===== src/rtl/csr_file_if.sv =====
// CSR-file bus: CSR access port, trap/mret control, interrupt lines and the
// redirect/status outputs consumed by the commit stage and MMU.
interface csr_file_if #(
    parameter int unsigned XLEN = 64
);
    logic [11:0]     csr_addr;
    logic [1:0]      csr_op;
    logic [XLEN-1:0] csr_wdata;
    logic [XLEN-1:0] csr_rdata;
    logic            csr_illegal;
    logic            trap_valid;
    logic            trap_is_irq;
    logic [5:0]      trap_cause;
    logic [XLEN-1:0] trap_pc;
    logic [XLEN-1:0] trap_tval;
    logic            mret_valid;
    logic            retire_valid;
    logic            ext_irq;
    logic            timer_irq;
    logic            sw_irq;
    logic            redirect_valid;
    logic [XLEN-1:0] redirect_pc;
    logic            irq_pending;
    logic [5:0]      irq_cause;
    logic [1:0]      priv_mode;
    logic [XLEN-1:0] satp_out;

    modport master (
        output csr_addr, csr_op, csr_wdata, trap_valid, trap_is_irq, trap_cause, trap_pc,
               trap_tval, mret_valid, retire_valid, ext_irq, timer_irq, sw_irq,
        input  csr_rdata, csr_illegal, redirect_valid, redirect_pc, irq_pending, irq_cause,
               priv_mode, satp_out
    );

    modport slave (
        input  csr_addr, csr_op, csr_wdata, trap_valid, trap_is_irq, trap_cause, trap_pc,
               trap_tval, mret_valid, retire_valid, ext_irq, timer_irq, sw_irq,
        output csr_rdata, csr_illegal, redirect_valid, redirect_pc, irq_pending, irq_cause,
               priv_mode, satp_out
    );
endinterface


===== src/rtl/csr_file.sv =====
// Machine-mode CSR file: combinational checked reads, registered RW/RS/RC updates,
// trap entry / mret, mip sampling and the mcycle/minstret counters.
module csr_file #(
    parameter int unsigned     XLEN        = 64,
    parameter logic [XLEN-1:0] MTVEC_RESET = '0
) (
    input logic       clk,
    input logic       reset,
    csr_file_if.slave bus
);
    localparam logic [11:0] AddrSatp      = 12'h180;
    localparam logic [11:0] AddrMstatus   = 12'h300;
    localparam logic [11:0] AddrMie       = 12'h304;
    localparam logic [11:0] AddrMtvec     = 12'h305;
    localparam logic [11:0] AddrMscratch  = 12'h340;
    localparam logic [11:0] AddrMepc      = 12'h341;
    localparam logic [11:0] AddrMcause    = 12'h342;
    localparam logic [11:0] AddrMtval     = 12'h343;
    localparam logic [11:0] AddrMip       = 12'h344;
    localparam logic [11:0] AddrMcycle    = 12'hB00;
    localparam logic [11:0] AddrMinstret  = 12'hB02;
    localparam logic [11:0] AddrMcycleh   = 12'hB80;
    localparam logic [11:0] AddrMinstreth = 12'hB82;
    localparam logic [11:0] AddrMhartid   = 12'hF14;
    localparam bit          Rv32          = (XLEN == 32);
    // On RV32 a write to the low counter half must keep the high half.
    localparam logic [63:0] KeepOnLowWr   = Rv32 ? 64'hFFFF_FFFF_0000_0000 : 64'h0;

    // Interrupt bit vectors are packed as {MEI, MTI, MSI}.
    logic [1:0]      priv_q, priv_d;
    logic            st_mie_q, st_mie_d;
    logic            st_mpie_q, st_mpie_d;
    logic [1:0]      st_mpp_q, st_mpp_d;
    logic [2:0]      mie_q, mie_d;
    logic [2:0]      mip_q, mip_d;
    logic [XLEN-1:0] mtvec_q, mtvec_d;
    logic [XLEN-1:0] mscratch_q, mscratch_d;
    logic [XLEN-1:0] mepc_q, mepc_d;
    logic [XLEN-1:0] mcause_q, mcause_d;
    logic [XLEN-1:0] mtval_q, mtval_d;
    logic [XLEN-1:0] satp_q, satp_d;
    logic [63:0]     mcycle_q, mcycle_d;
    logic [63:0]     minstret_q, minstret_d;

    logic [XLEN-1:0] old_val;
    logic [XLEN-1:0] new_val;
    logic [XLEN-1:0] mtvec_base;
    logic [XLEN-1:0] trap_target;
    logic [2:0]      irq_vec;
    logic            implemented;
    logic            wr_attempt;
    logic            illegal;
    logic            csr_we;
    logic            satp_mode_ok;
    logic            irq_enabled;

    always_comb begin
        old_val     = '0;
        implemented = 1'b1;
        case (bus.csr_addr)
            AddrSatp:      old_val = satp_q;
            AddrMstatus: begin
                old_val[3]     = st_mie_q;
                old_val[7]     = st_mpie_q;
                old_val[12:11] = st_mpp_q;
            end
            AddrMie: begin
                old_val[3]  = mie_q[0];
                old_val[7]  = mie_q[1];
                old_val[11] = mie_q[2];
            end
            AddrMtvec:     old_val = mtvec_q;
            AddrMscratch:  old_val = mscratch_q;
            AddrMepc:      old_val = mepc_q;
            AddrMcause:    old_val = mcause_q;
            AddrMtval:     old_val = mtval_q;
            AddrMip: begin
                old_val[3]  = mip_q[0];
                old_val[7]  = mip_q[1];
                old_val[11] = mip_q[2];
            end
            AddrMcycle:    old_val = mcycle_q[XLEN-1:0];
            AddrMinstret:  old_val = minstret_q[XLEN-1:0];
            AddrMcycleh: begin
                if (Rv32) old_val = XLEN'(mcycle_q >> 32);
                else      implemented = 1'b0;
            end
            AddrMinstreth: begin
                if (Rv32) old_val = XLEN'(minstret_q >> 32);
                else      implemented = 1'b0;
            end
            AddrMhartid:   old_val = '0;
            default:       implemented = 1'b0;
        endcase
    end

    // RS/RC with a zero operand is a pure read and never counts as a write.
    assign wr_attempt = (bus.csr_op == 2'b01) || (bus.csr_op[1] && (|bus.csr_wdata));
    assign illegal    = ((bus.csr_op != 2'b00) && !implemented)
                      || (bus.csr_addr[9:8] > priv_q)
                      || (wr_attempt && ((bus.csr_addr[11:10] == 2'b11)
                                         || (bus.csr_addr == AddrMip)));
    assign csr_we     = wr_attempt && !illegal && !bus.trap_valid && !bus.mret_valid;

    always_comb begin
        case (bus.csr_op)
            2'b01:   new_val = bus.csr_wdata;
            2'b10:   new_val = old_val | bus.csr_wdata;
            2'b11:   new_val = old_val & ~bus.csr_wdata;
            default: new_val = old_val;
        endcase
    end

    assign satp_mode_ok = Rv32 || (new_val[XLEN-1 -: 4] == 4'h0)
                               || (new_val[XLEN-1 -: 4] == 4'h8);

    always_comb begin
        priv_d     = priv_q;
        st_mie_d   = st_mie_q;
        st_mpie_d  = st_mpie_q;
        st_mpp_d   = st_mpp_q;
        mie_d      = mie_q;
        mip_d      = {bus.ext_irq, bus.timer_irq, bus.sw_irq};
        mtvec_d    = mtvec_q;
        mscratch_d = mscratch_q;
        mepc_d     = mepc_q;
        mcause_d   = mcause_q;
        mtval_d    = mtval_q;
        satp_d     = satp_q;
        mcycle_d   = mcycle_q + 64'd1;
        minstret_d = minstret_q + {63'd0, bus.retire_valid};

        if (bus.trap_valid) begin
            mepc_d             = {bus.trap_pc[XLEN-1:2], 2'b00};
            mcause_d           = '0;
            mcause_d[XLEN-1]   = bus.trap_is_irq;
            mcause_d[5:0]      = bus.trap_cause;
            mtval_d            = bus.trap_tval;
            st_mpie_d          = st_mie_q;
            st_mie_d           = 1'b0;
            st_mpp_d           = priv_q;
            priv_d             = 2'b11;
        end else if (bus.mret_valid) begin
            priv_d    = st_mpp_q;
            st_mie_d  = st_mpie_q;
            st_mpie_d = 1'b1;
            st_mpp_d  = 2'b00;
        end else if (csr_we) begin
            case (bus.csr_addr)
                AddrSatp:      if (satp_mode_ok) satp_d = new_val;
                AddrMstatus: begin
                    st_mie_d  = new_val[3];
                    st_mpie_d = new_val[7];
                    st_mpp_d  = (new_val[12:11] == 2'b10) ? 2'b00 : new_val[12:11];
                end
                AddrMie:       mie_d = {new_val[11], new_val[7], new_val[3]};
                AddrMtvec:     mtvec_d = {new_val[XLEN-1:2],
                                          new_val[1] ? 2'b00 : new_val[1:0]};
                AddrMscratch:  mscratch_d = new_val;
                AddrMepc:      mepc_d = {new_val[XLEN-1:2], 2'b00};
                AddrMcause:    mcause_d = new_val;
                AddrMtval:     mtval_d = new_val;
                AddrMcycle:    mcycle_d = (mcycle_q & KeepOnLowWr) | 64'(new_val);
                AddrMinstret:  minstret_d = (minstret_q & KeepOnLowWr) | 64'(new_val);
                AddrMcycleh:   mcycle_d = {new_val[31:0], mcycle_q[31:0]};
                AddrMinstreth: minstret_d = {new_val[31:0], minstret_q[31:0]};
                default: ;
            endcase
        end
    end

    always_ff @(posedge clk or posedge reset) begin
        if (reset) begin
            priv_q     <= 2'b11;
            st_mie_q   <= 1'b0;
            st_mpie_q  <= 1'b0;
            st_mpp_q   <= 2'b00;
            mie_q      <= '0;
            mip_q      <= '0;
            mtvec_q    <= MTVEC_RESET;
            mscratch_q <= '0;
            mepc_q     <= '0;
            mcause_q   <= '0;
            mtval_q    <= '0;
            satp_q     <= '0;
            mcycle_q   <= '0;
            minstret_q <= '0;
        end else begin
            priv_q     <= priv_d;
            st_mie_q   <= st_mie_d;
            st_mpie_q  <= st_mpie_d;
            st_mpp_q   <= st_mpp_d;
            mie_q      <= mie_d;
            mip_q      <= mip_d;
            mtvec_q    <= mtvec_d;
            mscratch_q <= mscratch_d;
            mepc_q     <= mepc_d;
            mcause_q   <= mcause_d;
            mtval_q    <= mtval_d;
            satp_q     <= satp_d;
            mcycle_q   <= mcycle_d;
            minstret_q <= minstret_d;
        end
    end

    assign mtvec_base  = {mtvec_q[XLEN-1:2], 2'b00};
    assign trap_target = mtvec_base
                       + ((bus.trap_is_irq && (mtvec_q[1:0] == 2'b01))
                          ? XLEN'({bus.trap_cause, 2'b00}) : '0);

    assign irq_vec     = mip_q & mie_q;
    assign irq_enabled = st_mie_q || (priv_q != 2'b11);

    always_comb begin
        bus.irq_cause = 6'd0;
        if (irq_enabled) begin
            if (irq_vec[2])      bus.irq_cause = 6'd11;
            else if (irq_vec[0]) bus.irq_cause = 6'd3;
            else if (irq_vec[1]) bus.irq_cause = 6'd7;
        end
    end

    assign bus.csr_rdata      = illegal ? '0 : old_val;
    assign bus.csr_illegal    = illegal;
    assign bus.redirect_valid = bus.trap_valid | bus.mret_valid;
    assign bus.redirect_pc    = bus.trap_valid ? trap_target : mepc_q;
    assign bus.irq_pending    = irq_enabled && (|irq_vec);
    assign bus.priv_mode      = priv_q;
    assign bus.satp_out       = satp_q;
endmodule


===== src/flat_wrapper.sv =====
// flat-port wrapper written by rule: the top's interface ports become plain ports
module csr_file_flat 
#(
    parameter int unsigned     XLEN        = 64,
    parameter logic [XLEN-1:0] MTVEC_RESET = '0
)
  (clk, reset, bus_csr_addr, bus_csr_op, bus_csr_wdata, bus_trap_valid, bus_trap_is_irq, bus_trap_cause, bus_trap_pc, bus_trap_tval, bus_mret_valid, bus_retire_valid, bus_ext_irq, bus_timer_irq, bus_sw_irq, bus_csr_rdata, bus_csr_illegal, bus_redirect_valid, bus_redirect_pc, bus_irq_pending, bus_irq_cause, bus_priv_mode, bus_satp_out);
  csr_file_if #(.XLEN(XLEN)) bus_i ();
  input logic clk;
  input logic reset;
  input wire logic [$bits(bus_i.csr_addr)-1:0] bus_csr_addr;
  input wire logic [$bits(bus_i.csr_op)-1:0] bus_csr_op;
  input wire logic [$bits(bus_i.csr_wdata)-1:0] bus_csr_wdata;
  input wire logic [$bits(bus_i.trap_valid)-1:0] bus_trap_valid;
  input wire logic [$bits(bus_i.trap_is_irq)-1:0] bus_trap_is_irq;
  input wire logic [$bits(bus_i.trap_cause)-1:0] bus_trap_cause;
  input wire logic [$bits(bus_i.trap_pc)-1:0] bus_trap_pc;
  input wire logic [$bits(bus_i.trap_tval)-1:0] bus_trap_tval;
  input wire logic [$bits(bus_i.mret_valid)-1:0] bus_mret_valid;
  input wire logic [$bits(bus_i.retire_valid)-1:0] bus_retire_valid;
  input wire logic [$bits(bus_i.ext_irq)-1:0] bus_ext_irq;
  input wire logic [$bits(bus_i.timer_irq)-1:0] bus_timer_irq;
  input wire logic [$bits(bus_i.sw_irq)-1:0] bus_sw_irq;
  output wire logic [$bits(bus_i.csr_rdata)-1:0] bus_csr_rdata;
  output wire logic [$bits(bus_i.csr_illegal)-1:0] bus_csr_illegal;
  output wire logic [$bits(bus_i.redirect_valid)-1:0] bus_redirect_valid;
  output wire logic [$bits(bus_i.redirect_pc)-1:0] bus_redirect_pc;
  output wire logic [$bits(bus_i.irq_pending)-1:0] bus_irq_pending;
  output wire logic [$bits(bus_i.irq_cause)-1:0] bus_irq_cause;
  output wire logic [$bits(bus_i.priv_mode)-1:0] bus_priv_mode;
  output wire logic [$bits(bus_i.satp_out)-1:0] bus_satp_out;
  assign bus_i.csr_addr = bus_csr_addr;
  assign bus_i.csr_op = bus_csr_op;
  assign bus_i.csr_wdata = bus_csr_wdata;
  assign bus_i.trap_valid = bus_trap_valid;
  assign bus_i.trap_is_irq = bus_trap_is_irq;
  assign bus_i.trap_cause = bus_trap_cause;
  assign bus_i.trap_pc = bus_trap_pc;
  assign bus_i.trap_tval = bus_trap_tval;
  assign bus_i.mret_valid = bus_mret_valid;
  assign bus_i.retire_valid = bus_retire_valid;
  assign bus_i.ext_irq = bus_ext_irq;
  assign bus_i.timer_irq = bus_timer_irq;
  assign bus_i.sw_irq = bus_sw_irq;
  assign bus_csr_rdata = bus_i.csr_rdata;
  assign bus_csr_illegal = bus_i.csr_illegal;
  assign bus_redirect_valid = bus_i.redirect_valid;
  assign bus_redirect_pc = bus_i.redirect_pc;
  assign bus_irq_pending = bus_i.irq_pending;
  assign bus_irq_cause = bus_i.irq_cause;
  assign bus_priv_mode = bus_i.priv_mode;
  assign bus_satp_out = bus_i.satp_out;
  csr_file #(.XLEN(XLEN), .MTVEC_RESET(MTVEC_RESET)) u_core (.clk(clk), .reset(reset), .bus(bus_i));
endmodule

===== config.mk =====
export PLATFORM = sky130hd
export DESIGN_NAME = csr_file_flat
export DESIGN_NICKNAME = d
export VERILOG_FILES = /design/src/rtl/csr_file_if.sv /design/src/rtl/csr_file.sv /design/src/flat_wrapper.sv
export SDC_FILE = /design/constraint.sdc
export NUM_CORES = 2
export LEC_CHECK = 0
export BUFFER_PORTS_ARGS = -buffer_cell sky130_fd_sc_hd__buf_4
export CAP_MARGIN = 20
export CORE_ASPECT_RATIO = 0.9
export CORE_UTILIZATION = 35
export CTS_CLUSTER_DIAMETER = 150
export CTS_CLUSTER_SIZE = 20
export DETAILED_ROUTE_END_ITERATION = 10
export MAX_ROUTING_LAYER = met4
export SLEW_MARGIN = 20
export SYNTH_ARGS = -nofsm -noshare
export SYNTH_HDL_FRONTEND = slang
export SYNTH_SLANG_ARGS = --single-unit

===== constraint.sdc =====
create_clock -name clk -period 15.6 [get_ports clk]
set_input_delay 0.78 -clock clk [delete_from_list [all_inputs] [get_ports clk]]
set_output_delay 0.78 -clock clk [all_outputs]
set_load 0.05 [all_outputs]

==> flow_summary.ini <==
[clock_tree]
cts_resized = 0
post_cts_buffers = 0
ctsHoldBuffers = 0
cts_tree = yes
clk_pin_slew_worst_paths_ps = 100
cts_root_buffer = clkbuf_16
clk_latency_ps = 660
cts_buffers = 30
cts_sinks = 521
h-tree-depth = 1
cts_buffer_depth = 3

[routing]
antenna_left = 0
viasPerCell = 6.23
vias = 30500
first_pass_iters = 6
post_drt_wl_per_cell_um = 29.9
drc_errors = 0
wirelength_um = 146000
drtIter0Drc = 4593

[run_status]
status = completed

[cells_and_area]
area_growth_pct = 16.3
layout.cells.non_filler = 4893
regArea_sq_um = 13000
final_util = 0.413
multi_input_area_sq_um = 16400
nFillCells = 8848
drive_gt1_frac = 0.172
fin_nets = 3965

[place]
gp_congestion = 1.00
dp_hpwl_um = 106000
dp.cells = 4840
pre_cts_slack_ps = 9580
io_buffers = 417

[critical_path]
crit_top_cell = buf_4
r2r_cells = 11
cp-startpoint = bus_csr_addr[1]
cp_slowest_cell = and3_1
worstSetupStartpointType = input port
worstPathRequired_ps = 14820
cp.arrival_ps = 5290
path_max_fanout = 32
rr_startpoint = u_core.bus.priv_mode[1]
reg2reg_slack_ps = 10990
r2r_end = u_core.mtval_q[33]
endpoint_kind = output pin
cpPeakStageDelay_ps = 630
path_class = in -> out
path_cells = buf_4 > buf_4 > buf_4 > nor4bb_2 > buf_4 > and3_1 > buf_4 > a222oi_1 > and3_1 > nor2_1 > buf_4
cp-endpoint = bus_csr_rdata[25]

[synth]
synth-edff-count = 0
synth.ff_latch_count = 521
synthTopCellsByArea = dfrtp_1 42%, a21oi_1 5.1%, o21ai_0 5.0%, nand2_1 4.8%, xnor2_1 4.0%
yosysMostFrequentCell = dfrtp_1
yosysUniqueCellTypes = 91
syn_inst = 3483
synth_top_area_cell = dfrtp_1
seq_area_frac_synth = 0.426
async_flop_share = 1.00
synth_common_cells = 519 x dfrtp_1, 394 x nand2_1, 309 x a21oi_1
syn_area_per_cell_sq_um = 8.79
synth_ff_type = dfrtp_1
yosysWarnings = 0
syn_area_sq_um = 30600
synth.top_cell.area_share = 0.424

[sta]
hold_violations = 0
rsz0062_at_grt = false
hold_slack_ps = 227
relSlewSlack = 0.163
min_period_ps = 6070
fmax_mhz = 165
setup_viol = 0
slew_viol_final = 0
final.setup_skew_ps = 32.2
finalCritPeriodShare = 0.389
tightest_slew_ps = 1250
setup_ws_ps = 9530
setup_tns_ps = 0

[hold_path]
min-delay-start = bus_timer_irq
hold_path.class = in -> reg

[power_and_ir_drop]
p_leak_nw = 14.7
cellPowerDensity_nw_per_um2 = 77.9
vdd_drop_max_uv = 86.4

[flow_run]
max_cap_viol_count = 0

[grt]
grt_pass1_wl_um = 205000
grt_usage = 0.329
grt_pass1_vias = 27600
grt_remaining_overflow = 0
grt_antenna_before_repair = 6
grt_max_degree = 149

[floorplanning]
die_h_um = 283
ios = 424
std_cell_rows = 102
core_area_sq_um = 86300
die_w_um = 314
start_util = 0.355
die_area_sq_um = 88600
## registers in the layout, indices dropped and copies added (netlist names), 3 cells and up
name / cells
u_core.mtval_q: 64
u_core.mcycle_q: 64
u_core.mscratch_q: 64
u_core.bus.satp_out: 64
u_core.minstret_q: 64
u_core.mepc_q: 62
u_core.mie_q: 3
u_core.mcause_q: 64
u_core.mip_q: 3
u_core.mtvec_q: 63
## where the power goes
part	switching (mW)	leakage (nW)	internal [mW]
sequential	0.0494	6.90	1.40
clock	0.501	0.405	0.365
combinational	0.316	7.42	0.148
total	0.866	14.7	1.91
## critical path, delay by kind of cell
family	cells	cell delay (ps)
AND/OR/NAND/NOR	4	1500
AO/OA/AOI/OAI	1	340
buffers and inverters	6	2600
## layout make-up
type,instances,area share
diodes,6,0.000422
clock buffers,42,0.0229
clock inverters,1,0.000562
inverters,33,0.00376
multi-input cells,2648,0.460
flip-flops and latches,521,0.366
well taps,1144,0.0402
repair buffers,498,0.106
## routing by layer
layer | wire length [um] | track usage
met1 | 61000 | 0.458
met2 | 59500 | 0.445
met3 | 19400 | 0.102
met4 | 6200 | 0.119
met5 | 0 | -
## cells in the final DEF, fill, tap and decap left out, types with 13 or more instances in the layout
master,count
and3_1,74
inv_1,30
clkbuf_16,32
dfrtp_1,519
xor2_1,42
nand4_1,73
nand3_1,127
a2111oi_0,13
mux2_2,27
nor2_1,286
mux2i_1,87
nor3_1,47
o21ai_0,307
o22ai_1,66
a21o_1,13
o211a_1,14
xnor2_1,139
and2_1,16
o21ai_1,65
a222oi_1,32
a22o_1,44
a221oi_2,17
buf_4,492
nor3b_1,51
and4_1,25
a22oi_1,90
a211oi_1,28
nand2_1,393
nor4_1,38
o2bb2ai_1,21
a21oi_1,307
## stage by stage
stage               cell area [sq um]  power (mW)
floorplan                       30600        1.71
global placement                34700        1.92
detailed placement              34700        1.92
CTS                             35500        2.76
global route                    35600        2.85
finish                          35600        2.77
## kinds of logic (layout without fill, tap and decap cells)
family / Yosys count / in the layout / share of synthesized area
simple gates: 1224 / 1224 / 0.199
compound gates: 1105 / 1105 / 0.228
flops: 521 / 521 / 0.426
buf+inv: 317 / 574 / 0.0455
xor+xnor: 181 / 181 / 0.0518
mux: 122 / 122 / 0.0443
fa+ha+maj: 12 / 12 / 0.00515
other cells: 1 / 10 / 0.000123
## worst min-delay path by stage
stage / to / slack [ps] / depth (start not counted)
3_3_place_gp: u_core.mscratch_q[9] / 460 / 2
6_report: u_core.mip_q[1] / 230 / 1
4_1_cts: u_core.mip_q[1] / 210 / 1
3_5_place_dp: u_core.mscratch_q[61] / 470 / 2
5_1_grt: u_core.mip_q[1] / 230 / 1
2_1_floorplan: u_core.mscratch_q[10] / 450 / 2
Power figures use the tool's default switching activity.
